<file path="config.mk">
export PLATFORM = sky130hd
export DESIGN_NAME = seq_squarer_flat
export DESIGN_NICKNAME = d
export VERILOG_FILES = /design/src/rtl/seq_squarer_if.sv /design/src/rtl/seq_squarer.sv /design/src/flat_wrapper.sv
export SDC_FILE = /design/constraint.sdc
export NUM_CORES = 1
export LEC_CHECK = 0
export CAP_MARGIN = 30
export CORE_UTILIZATION = 40
export DETAILED_ROUTE_END_ITERATION = 6
export PLACE_DENSITY = 0.58
export SETUP_SLACK_MARGIN = 0.3
export SYNTH_ARGS = -nofsm -noshare
export SYNTH_HDL_FRONTEND = slang
export SYNTH_SLANG_ARGS = --single-unit
</file>
<file path="constraint.sdc">
create_clock -name clk -period 4.55 [get_ports clk]
set_input_delay 0.6825 -clock clk [delete_from_list [all_inputs] [get_ports clk]]
set_output_delay 0.6825 -clock clk [all_outputs]
set_load 0.1 [all_outputs]
</file>
<file path="src/rtl/seq_squarer_if.sv">
// -----------------------------------------------------------------------------
// seq_squarer_if
//   Handshake and result bundle for the sequential squarer.
//
//   Signals
//     start  : request to square the value on a (driven by the master)
//     a      : WIDTH-bit unsigned operand (driven by the master)
//     busy   : computation in progress (driven by the squarer)
//     done   : single-cycle completion pulse (driven by the squarer)
//     square : 2*WIDTH-bit result, held until the next accepted start
//
//   Modports
//     master : the requester side (drives start/a, observes results)
//     slave  : the squarer side
// -----------------------------------------------------------------------------
interface seq_squarer_if #(
    parameter int WIDTH = 4
);
    logic                 start;
    logic [WIDTH-1:0]     a;
    logic                 busy;
    logic                 done;
    logic [2*WIDTH-1:0]   square;

    modport master (
        output start, a,
        input  busy, done, square
    );

    modport slave (
        input  start, a,
        output busy, done, square
    );
endinterface

</file>
<file path="src/rtl/seq_squarer.sv">
// -----------------------------------------------------------------------------
// seq_squarer
//   Computes a*a with a shift-and-add loop, one operand bit per clock.
//   A request is accepted in IDLE, the loop runs for exactly WIDTH cycles in
//   CALC, and the result is published on entry to DONE together with a
//   one-cycle done pulse. Latency is fixed regardless of the operand value.
//
//   Ports
//     clk : system clock, rising edge
//     rst : asynchronous, active-high reset
//     bus : seq_squarer_if slave modport (start, a, busy, done, square)
//
//   Parameters
//     WIDTH : operand width in bits, 2..16
// -----------------------------------------------------------------------------
module seq_squarer #(
    parameter int WIDTH = 4
) (
    input  logic          clk,
    input  logic          rst,
    seq_squarer_if.slave  bus
);

    localparam int CW = (WIDTH > 1) ? $clog2(WIDTH) : 1;
    localparam logic [CW-1:0] LAST_BIT = CW'(WIDTH - 1);

    typedef enum logic [1:0] {
        IDLE = 2'd0,
        CALC = 2'd1,
        DONE = 2'd2
    } state_t;

    state_t               state_q;
    logic [WIDTH-1:0]     operand_q;
    logic [2*WIDTH-1:0]   acc_q;
    logic [CW-1:0]        cnt_q;
    logic [2*WIDTH-1:0]   square_q;
    logic                 busy_q;
    logic                 done_q;

    // Accumulator value after processing the current operand bit. The
    // operand is zero-extended to 2*WIDTH before shifting so no partial
    // product bits are lost; the final sum fits since (2^W-1)^2 < 2^(2W).
    logic [2*WIDTH-1:0]   acc_d;

    // NOTE: every variable assigned in a combinational block gets a default
    // first, so no path leaves it unassigned and no latch is inferred.
    always_comb begin
        acc_d = acc_q;
        if (operand_q[cnt_q]) begin
            acc_d = acc_q + ({{WIDTH{1'b0}}, operand_q} << cnt_q);
        end
    end

    // NOTE: all state, including the datapath registers, is cleared by the
    // asynchronous reset so an aborted computation leaves nothing behind.
    // NOTE: sequential state uses non-blocking assignments so every register
    // samples the pre-edge values regardless of statement order.
    always_ff @(posedge clk or posedge rst) begin
        if (rst) begin
            state_q   <= IDLE;
            operand_q <= '0;
            acc_q     <= '0;
            cnt_q     <= '0;
            square_q  <= '0;
            busy_q    <= 1'b0;
            done_q    <= 1'b0;
        end else begin
            case (state_q)
                IDLE: begin
                    done_q <= 1'b0;
                    if (bus.start) begin
                        operand_q <= bus.a;
                        acc_q     <= '0;
                        cnt_q     <= '0;
                        busy_q    <= 1'b1;
                        state_q   <= CALC;
                    end
                end

                // start and a are not looked at here, so requests made while
                // busy are dropped and operand changes cannot disturb the loop.
                CALC: begin
                    acc_q <= acc_d;
                    cnt_q <= cnt_q + CW'(1);
                    if (cnt_q == LAST_BIT) begin
                        square_q <= acc_d;
                        done_q   <= 1'b1;
                        state_q  <= DONE;
                    end
                end

                DONE: begin
                    done_q  <= 1'b0;
                    busy_q  <= 1'b0;
                    state_q <= IDLE;
                end

                default: begin
                    done_q  <= 1'b0;
                    busy_q  <= 1'b0;
                    state_q <= IDLE;
                end
            endcase
        end
    end

    assign bus.busy   = busy_q;
    assign bus.done   = done_q;
    assign bus.square = square_q;

endmodule

</file>
<file path="src/flat_wrapper.sv">
// flat-port wrapper written by rule: the top's interface ports become plain ports
module seq_squarer_flat 
#(
    parameter int WIDTH = 4
)
  (clk, rst, bus_start, bus_a, bus_busy, bus_done, bus_square);
  seq_squarer_if #(.WIDTH(WIDTH)) bus_i ();
  input  logic clk;
  input  logic rst;
  input wire logic [$bits(bus_i.start)-1:0] bus_start;
  input wire logic [$bits(bus_i.a)-1:0] bus_a;
  output wire logic [$bits(bus_i.busy)-1:0] bus_busy;
  output wire logic [$bits(bus_i.done)-1:0] bus_done;
  output wire logic [$bits(bus_i.square)-1:0] bus_square;
  assign bus_i.start = bus_start;
  assign bus_i.a = bus_a;
  assign bus_busy = bus_i.busy;
  assign bus_done = bus_i.done;
  assign bus_square = bus_i.square;
  seq_squarer #(.WIDTH(WIDTH)) u_core (.clk(clk), .rst(rst), .bus(bus_i));
endmodule
</file>
Yosys cells after proc, flatten, opt, wreduce, memory -nomap -nowiden
Index checks and enable logic that the tools add are counted.

word-level totals
  bits of input ports = 7
  output and inout port bits = 10
  flip-flop bits (word level) = 26

cells by class
  reduce and logical (&&, ||, !) cells = 7
  muxes and demuxes = 14
  bitwise gates (word level) = 1
  equality and inequality tests = 4
  $lt $le $gt $ge = 1
  add/sub/neg operators = 2
  shifts and indexed selects = 1

operators by type and width
  kind                   count
  $mux W8                2
  $pmux W8 S2            1
  $reduce_and A2 Y1      5
  $add A8 B8 Y8          1
  $pmux W2 S2            2
  $shl A4 B2 Y8          1
  $mux W2                3
  $mux W1                4
  $lt A2 B3 Y1 const B   1
  $add A2 B1 Y2 const B  1
  $bmux W1 S2            1
  $eq A2 B1 Y1 const B   1
  $eq A2 B2 Y1 const B   1
  $logic_not A2 Y1       1
  $ne A2 B1 Y1 const B   1
  $ne A2 B2 Y1 const B   1
  $pmux W1 S2            1
  $reduce_bool A2 Y1     1
  $not A1 Y1             1

Longest topological paths before layout
Gate-level depths: netlist of run 1.

  depth after elaboration = 4
  depth in mapped cells = 10

Least setup slack after synthesis of run 1
OpenSTA, ideal clock, no wires.

  kind = register to register
  start point = reg u_core.cnt_q[1]
  end point = reg u_core.acc_q[7]
  arrival time = 2.322 ns
  cell stages (with the launch flop) = 11
  path slack = 2.107 ns
  path buffers = 1
  setup time = 0.121 ns
  required time = 4.429 ns
  path through = dfrtp_1 -> buf_6 -> mux2_2 -> nor2_1 -> a21oi_1 -> ha_1 -> o211ai_1 -> o21ai_0 -> o221a_4 -> mux2_4 -> a22o_1

between the ends
  word-level cells in the longest chain between the ends = 4

ends and longest elaborated chain
  item                                          RTL line                              source
  start, declared                               seq_squarer.sv:36                     logic [CW-1:0] cnt_q;
  start signal, assigned                        seq_squarer.sv:85                     cnt_q <= cnt_q + CW'(1);
  $shl A4 B2 Y8 or $bmux W1 S2 (tied branches)  seq_squarer.sv:51, seq_squarer.sv:50
  $add A8 B8 Y8 or $mux W1 (tied branches)      seq_squarer.sv:51, seq_squarer.sv:50
  $mux W8 *                                     seq_squarer.sv:50                     if (operand_q[cnt_q]) begin
  $pmux W8 S2 *                                 seq_squarer.sv:69                     case (state_q)
  end signal, assigned                          seq_squarer.sv:63                     acc_q <= '0;
  end signal, assigned                          seq_squarer.sv:74                     acc_q <= '0;
  end signal, assigned                          seq_squarer.sv:84                     acc_q <= acc_d;
  end, declared                                 seq_squarer.sv:35                     logic [2*WIDTH-1:0] acc_q;

Mark *: on every way between the ends. The rest lies on a longest branch, timed or not. The select of a mux whose other input is x is not followed.
A chain may end at the register's enable or synchronous reset.

Final worst setup path of run 1
Same ends and word-level chain as after synthesis.

==> results of run 1 <==
-- state kept, by name, indices dropped and copies added, names as in the netlist --
name / cells
u_core.acc_q: 8
u_core.bus.square: 8
u_core.operand_q: 4
u_core.cnt_q: 2
u_core.state_q: 2
u_core.bus.busy: 1
u_core.bus.done: 1
-- final timing paths --
path                                                    end  slack (ns)                             start  depth (start not counted)
max in group asynchronous       u_core.cnt_q[0]$_DFFE_PP0P_        3.34                               rst                          3
min reg2reg                u_core.bus.square[5]$_DFFE_PP0P_        0.49  u_core.bus.square[5]$_DFFE_PP0P_                          2
min in group asynchronous  u_core.bus.square[0]$_DFFE_PP0P_        0.74                               rst                          2
max                             u_core.acc_q[7]$_DFFE_PP0P_        1.81       u_core.cnt_q[1]$_DFFE_PP0P_                          9
max reg2reg                     u_core.acc_q[7]$_DFFE_PP0P_        1.81       u_core.cnt_q[1]$_DFFE_PP0P_                          9
min                        u_core.bus.square[5]$_DFFE_PP0P_        0.49  u_core.bus.square[5]$_DFFE_PP0P_                          2
-- stage by stage --
stage	hold slack, ns	setup WS, ns	cell area (um^2)
2_1_floorplan	0.488	2.11	1510
3_3_place_gp	0.455	1.91	1690
3_5_place_dp	0.464	1.83	1720
4_1_cts	0.486	1.81	1770
5_1_grt	0.508	1.65	1770
6_report	0.488	1.81	1770
-- critical path, delay by kind of cell, from the launching register on --
| kind | cells | cell delay [ns] |
|---|---|---|
| mux | 2 | 0.69 |
| fa+ha+maj | 1 | 0.36 |
| simple gates | 1 | 0.08 |
| flops | 1 | 0.54 |
| compound gates | 5 | 0.97 |
-- layer usage --
metal / part of all wire [%] / up-vias / wire, um
met2: 46 / 9 / 1360
met4: 0.60 / 0 / 18
met3: 1.4 / 2 / 42
met5: 0 / - / 0
li1: - / 570 / -
met1: 52 / 569 / 1560
-- cell usage in the layout (no fill, tap or decap), drive strengths merged, types with 3 or more instances in the layout --
cell | Yosys | layout
a21oi | 5 | 5
clkbuf | 3 | 4
clkdlybuf4s50 | 0 | 16
dfrtp | 26 | 26
ha | 8 | 8
inv | 7 | 7
mux2 | 6 | 6
mux2i | 7 | 7
nand2 | 21 | 21
nand3 | 10 | 10
nor2 | 9 | 9
nor2b | 5 | 5
nor3b | 3 | 3
o21ai | 18 | 18
xor2 | 3 | 3
-- cell type report --
type	count	area [um^2]
sequential	26	651
tap	46	57.6
clock buffer	4	55.1
fill	330	1690
multi-input combinational	116	797
inverter	7	26.3
timing repair buffer	17	188
-- logic make-up after synthesis --
logic type               Yosys count  synth area share (%)
AND/OR/NAND/NOR                   52                  16.1
AO/OA/AOI/OAI                     36                  15.0
flip-flops                        26                  43.2
multiplexers                      14                  10.9
buffers and inverters             13                  3.90
adder cells (fa/ha/maj)            9                  7.97
XOR/XNOR                           5                  2.91
==> out/metrics.yaml, run 1 <==
timing:
  slew_headroom_pct: 35.3
  post-route-min-period_ns: 2.74
  hold_violations: 0
  final_max_slew_viol_count: 0
  setup_tns_ns: 0
  rsz0062_at_grt: "no"
  clock_skew_ns: 0.00757
  max_freq_mhz: 364
  min_period_over_period_pct: 60.3
  setup_viol: 0
  worstMarginPinSlew_ns: 0.968
grt:
  grt_pass1_wl_mm: 5.00
  met3_usage_pct: 2.17
  grt_use_met1_pct: 23.7
  grt_max_degree: 18
  grt_pass1_vias: 1057
  grt-ovfl-total: 0
  grt.busiest_layer: "met2"
  use_met2_pct: 24.9
  grt_usage_pct: 16.0
  grt_antenna_before_repair: 0
logic_synthesis:
  syn_area_per_cell_um2: 9.72
  synthCells: 155
  yosys_warnings: 0
  ys.flop_type: "dfrtp_1"
  yosys-top-cells-count: "26 x dfrtp_1, 21 x nand2_1, 18 x o21ai_0, 10 x nand3_1, 9 x nor2_1"
  syn_nets: 171
  synth_top_cell_area_share_pct: 43.2
  ys_types: 35
  yosysSeqAreaShare_pct: 43.2
  yosysMostFrequentCell: "dfrtp_1"
  yosysTopAreaCell: "dfrtp_1"
  synth-async-reset-ratio_pct: 100
  synth-seq-cells: 26
  syn_area_um2: 1510
  synthTopCellsByArea: "dfrtp_1 43%, ha_1 6.6%, o21ai_0 6.0%, nand2_1 5.2%, mux2i_1 4.7%"
  synth_edf_count: 0
detailed_routing:
  routed_via_density: 5.32
  dr_total_vias: 1150
  wl_per_cell_um: 13.8
  firstDrtPassIters: 4
  ant_nets: 0
  drtIter0Drc: 47
  routed_wl_mm: 2.98
  drc_errors: 0
setup_path:
  cp.required_ns: 4.71
  crit_top_cell: "o21ai_0"
  path_max_fanout: 11
  critical_path_class: "reg -> reg"
  slowest_stage: "dfrtp_1"
  path_cells: "mux2_2 > nand2_1 > o21ai_0 > ha_1 > o211ai_1 > o21ai_0 > o221a_4 > mux2_4 > a22o_1"
  cp-end-kind: "flip-flop"
  arrival_ns: 2.90
  cpPeakStageDelay_ns: 0.54
  critPathLaunchType: "flip-flop"
place:
  place_inst: 212
  hpwl_mm: 2.23
  gp_congestion: 0.814
  portBuffers: 16
run:
  max_cap_viol_count: 0
floorplanning:
  initial_core_util_pct: 43.4
  coreArea_um2: 3470
  fp-row-count: 21
  io_pins: 17
  fp.dieW_um: 63.4
  die_h_um: 63.4
  die_area_um2: 4020
clock_network:
  post_cts_buffers: 0
  cts_tree: "built"
  cts_buffer_depth: 2
  cts.sinks: 26
  cts_root_buf: "clkbuf_8"
  clock_latency_ns: 0.27
  cts-hold-fix-buffers: 0
  cts_buffers: 3
  post_cts_resize_count: 0
  clkTransAtPathRegs_ns: 0.09
  htree_levels: 1
final_layout:
  layout-drive-gt1-share_pct: 8.24
  diodes: 0
  final_cell_count_no_fill: 216
  fin_util_pct: 51.2
  synthToLayoutAreaGrowth_pct: 17.8
  nets: 187
min_path:
  hp-class: "reg -> reg"
run_status:
  status: "complete, no violations"
Power of run 1 is left out: the tool's default activity adds up to more than one toggle a clock period on the data nets, which glitch-free logic cannot reach.
==> run 2, diff against run 1 <==
==> constraint.sdc (replaced) <==
create_clock -name clk -period 2.9 [get_ports clk]
set_input_delay 0.435 -clock clk [delete_from_list [all_inputs] [get_ports clk]]
set_output_delay 0.435 -clock clk [all_outputs]
set_load 0.1 [all_outputs]
==> out/metrics.yaml, run 2 (same netlist as run 1, synthesis figures left out) <==
timing:
  max_freq_mhz: 402
  setup_tns_ns: 0
  clock_skew_ns: 0.00559
  final_max_slew_viol_count: 0
  hold_violations: 0
  rsz0062_at_grt: "no"
  setup_viol: 0
  worstMarginPinSlew_ns: 0.521
  post-route-min-period_ns: 2.49
  slew_headroom_pct: 65.2
  min_period_over_period_pct: 85.8
place:
  portBuffers: 16
  gp_congestion: 0.797
  place_inst: 214
  hpwl_mm: 2.27
final_layout:
  layout-drive-gt1-share_pct: 18.0
  layout_commonest_cell: "dfrtp_1"
  final_cell_count_no_fill: 218
  diodes: 0
  nFillCells: 327
  final_cell_mix: "24 x dfrtp_1, 21 x nand2_1, 17 x o21ai_0, 13 x buf_4, 10 x nand3_1"
  nets: 189
  synthToLayoutAreaGrowth_pct: 16.8
setup_path:
  arrival_ns: 2.65
  critical_path_class: "reg -> reg"
  cp.required_ns: 3.06
  cp-end-kind: "flip-flop"
  path_max_fanout: 11
  critPathLaunchType: "flip-flop"
clock_network:
  cts.sinks: 26
  clkTransAtPathRegs_ns: 0.09
  htree_levels: 1
  cts-hold-fix-buffers: 0
  clock_latency_ns: 0.27
  cts_buffers: 3
  cts_root_buf: "clkbuf_8"
  cts_tree: "built"
  cts_buffer_depth: 2
detailed_routing:
  dr_total_vias: 1186
  wl_per_cell_um: 14.1
  firstDrtPassIters: 4
  routed_wl_mm: 3.08
  drc_errors: 0
  drtIter0Drc: 28
  routed_via_density: 5.44
  ant_nets: 0
grt:
  grt_usage_pct: 16.6
  grt_pass1_vias: 1114
  grt_pass1_wl_mm: 5.19
  grt-ovfl-total: 0
  grt_max_degree: 27
  grt_antenna_before_repair: 0
min_path:
  hp-class: "reg -> reg"
floorplanning:
  io_pins: 17
  fp-row-count: 21
  die_area_um2: 4020
  coreArea_um2: 3470
  fp.dieW_um: 63.4
  die_h_um: 63.4
  initial_core_util_pct: 43.4
run_status:
  status: "complete, no violations"
run:
  max_cap_viol_count: 0
## run 2: final cells by class
class	count	area, um^2	share of cell area [%]
flip-flops and latches	26	653	37.1
well taps	46	57.6	3.27
repair buffers	19	158	8.96
inverters	7	26.3	1.49
multi-input cells	116	810	46.0
clock buffers	4	55.1	3.13
## run 2: path summary, 6_finish.rpt
check,endpoint,slack [ns],cells after the start,from
setup / recovery,u_core.acc_q[7]$_DFFE_PP0P_,0.41,9,u_core.cnt_q[1]$_DFFE_PP0P_
min in group asynchronous,u_core.bus.square[2]$_DFFE_PP0P_,0.51,3,rst
hold reg to reg,u_core.bus.square[2]$_DFFE_PP0P_,0.48,2,u_core.bus.square[2]$_DFFE_PP0P_
hold / removal,u_core.bus.square[2]$_DFFE_PP0P_,0.48,2,u_core.bus.square[2]$_DFFE_PP0P_
max in group asynchronous,u_core.cnt_q[1]$_DFFE_PP0P_,2.11,3,rst
setup reg to reg,u_core.acc_q[7]$_DFFE_PP0P_,0.41,9,u_core.cnt_q[1]$_DFFE_PP0P_
## run 2: metal layers
layer	share of wire, %	wire, um	global-route usage, %	up-vias
li1	-	-	-	577
met1	48	1480	23.0	574
met2	48	1480	27.3	27
met3	2.9	89	2.17	8
met4	0.97	30	4.26	0
met5	0	0	0	-
## run 2: worst max-delay path, cell delays in order, from the launching register on
cell     delay [ns]
dfrtp_2        0.49
mux2_2         0.37
nand2_1        0.06
o21ai_0        0.10
ha_1           0.34
a21oi_1        0.21
o21ai_2        0.10
o221a_4        0.24
mux2_4         0.29
a22o_1         0.18
## run 2: metrics by stage
| step | hold WS [ns] | setup slack, ns | cell area [um^2] | utilization [%] |
|---|---|---|---|---|
| CTS | 0.488 | 0.378 | 1750 | 50.3 |
| detailed placement | 0.461 | 0.200 | 1690 | 48.7 |
| global placement | 0.456 | 0.278 | 1690 | 48.7 |
| floorplan | 0.475 | 0.457 | 1510 | - |
| finish | 0.484 | 0.411 | 1760 | 50.7 |
| global route | 0.502 | 0.279 | 1760 | 50.7 |
## run 2: timing repair
item                                    CTS  global route
endpoints found under the setup margin    1             3
gates resized for setup                   2             4
buffers inserted                          0             0
Power of run 2 is left out for the same reason.
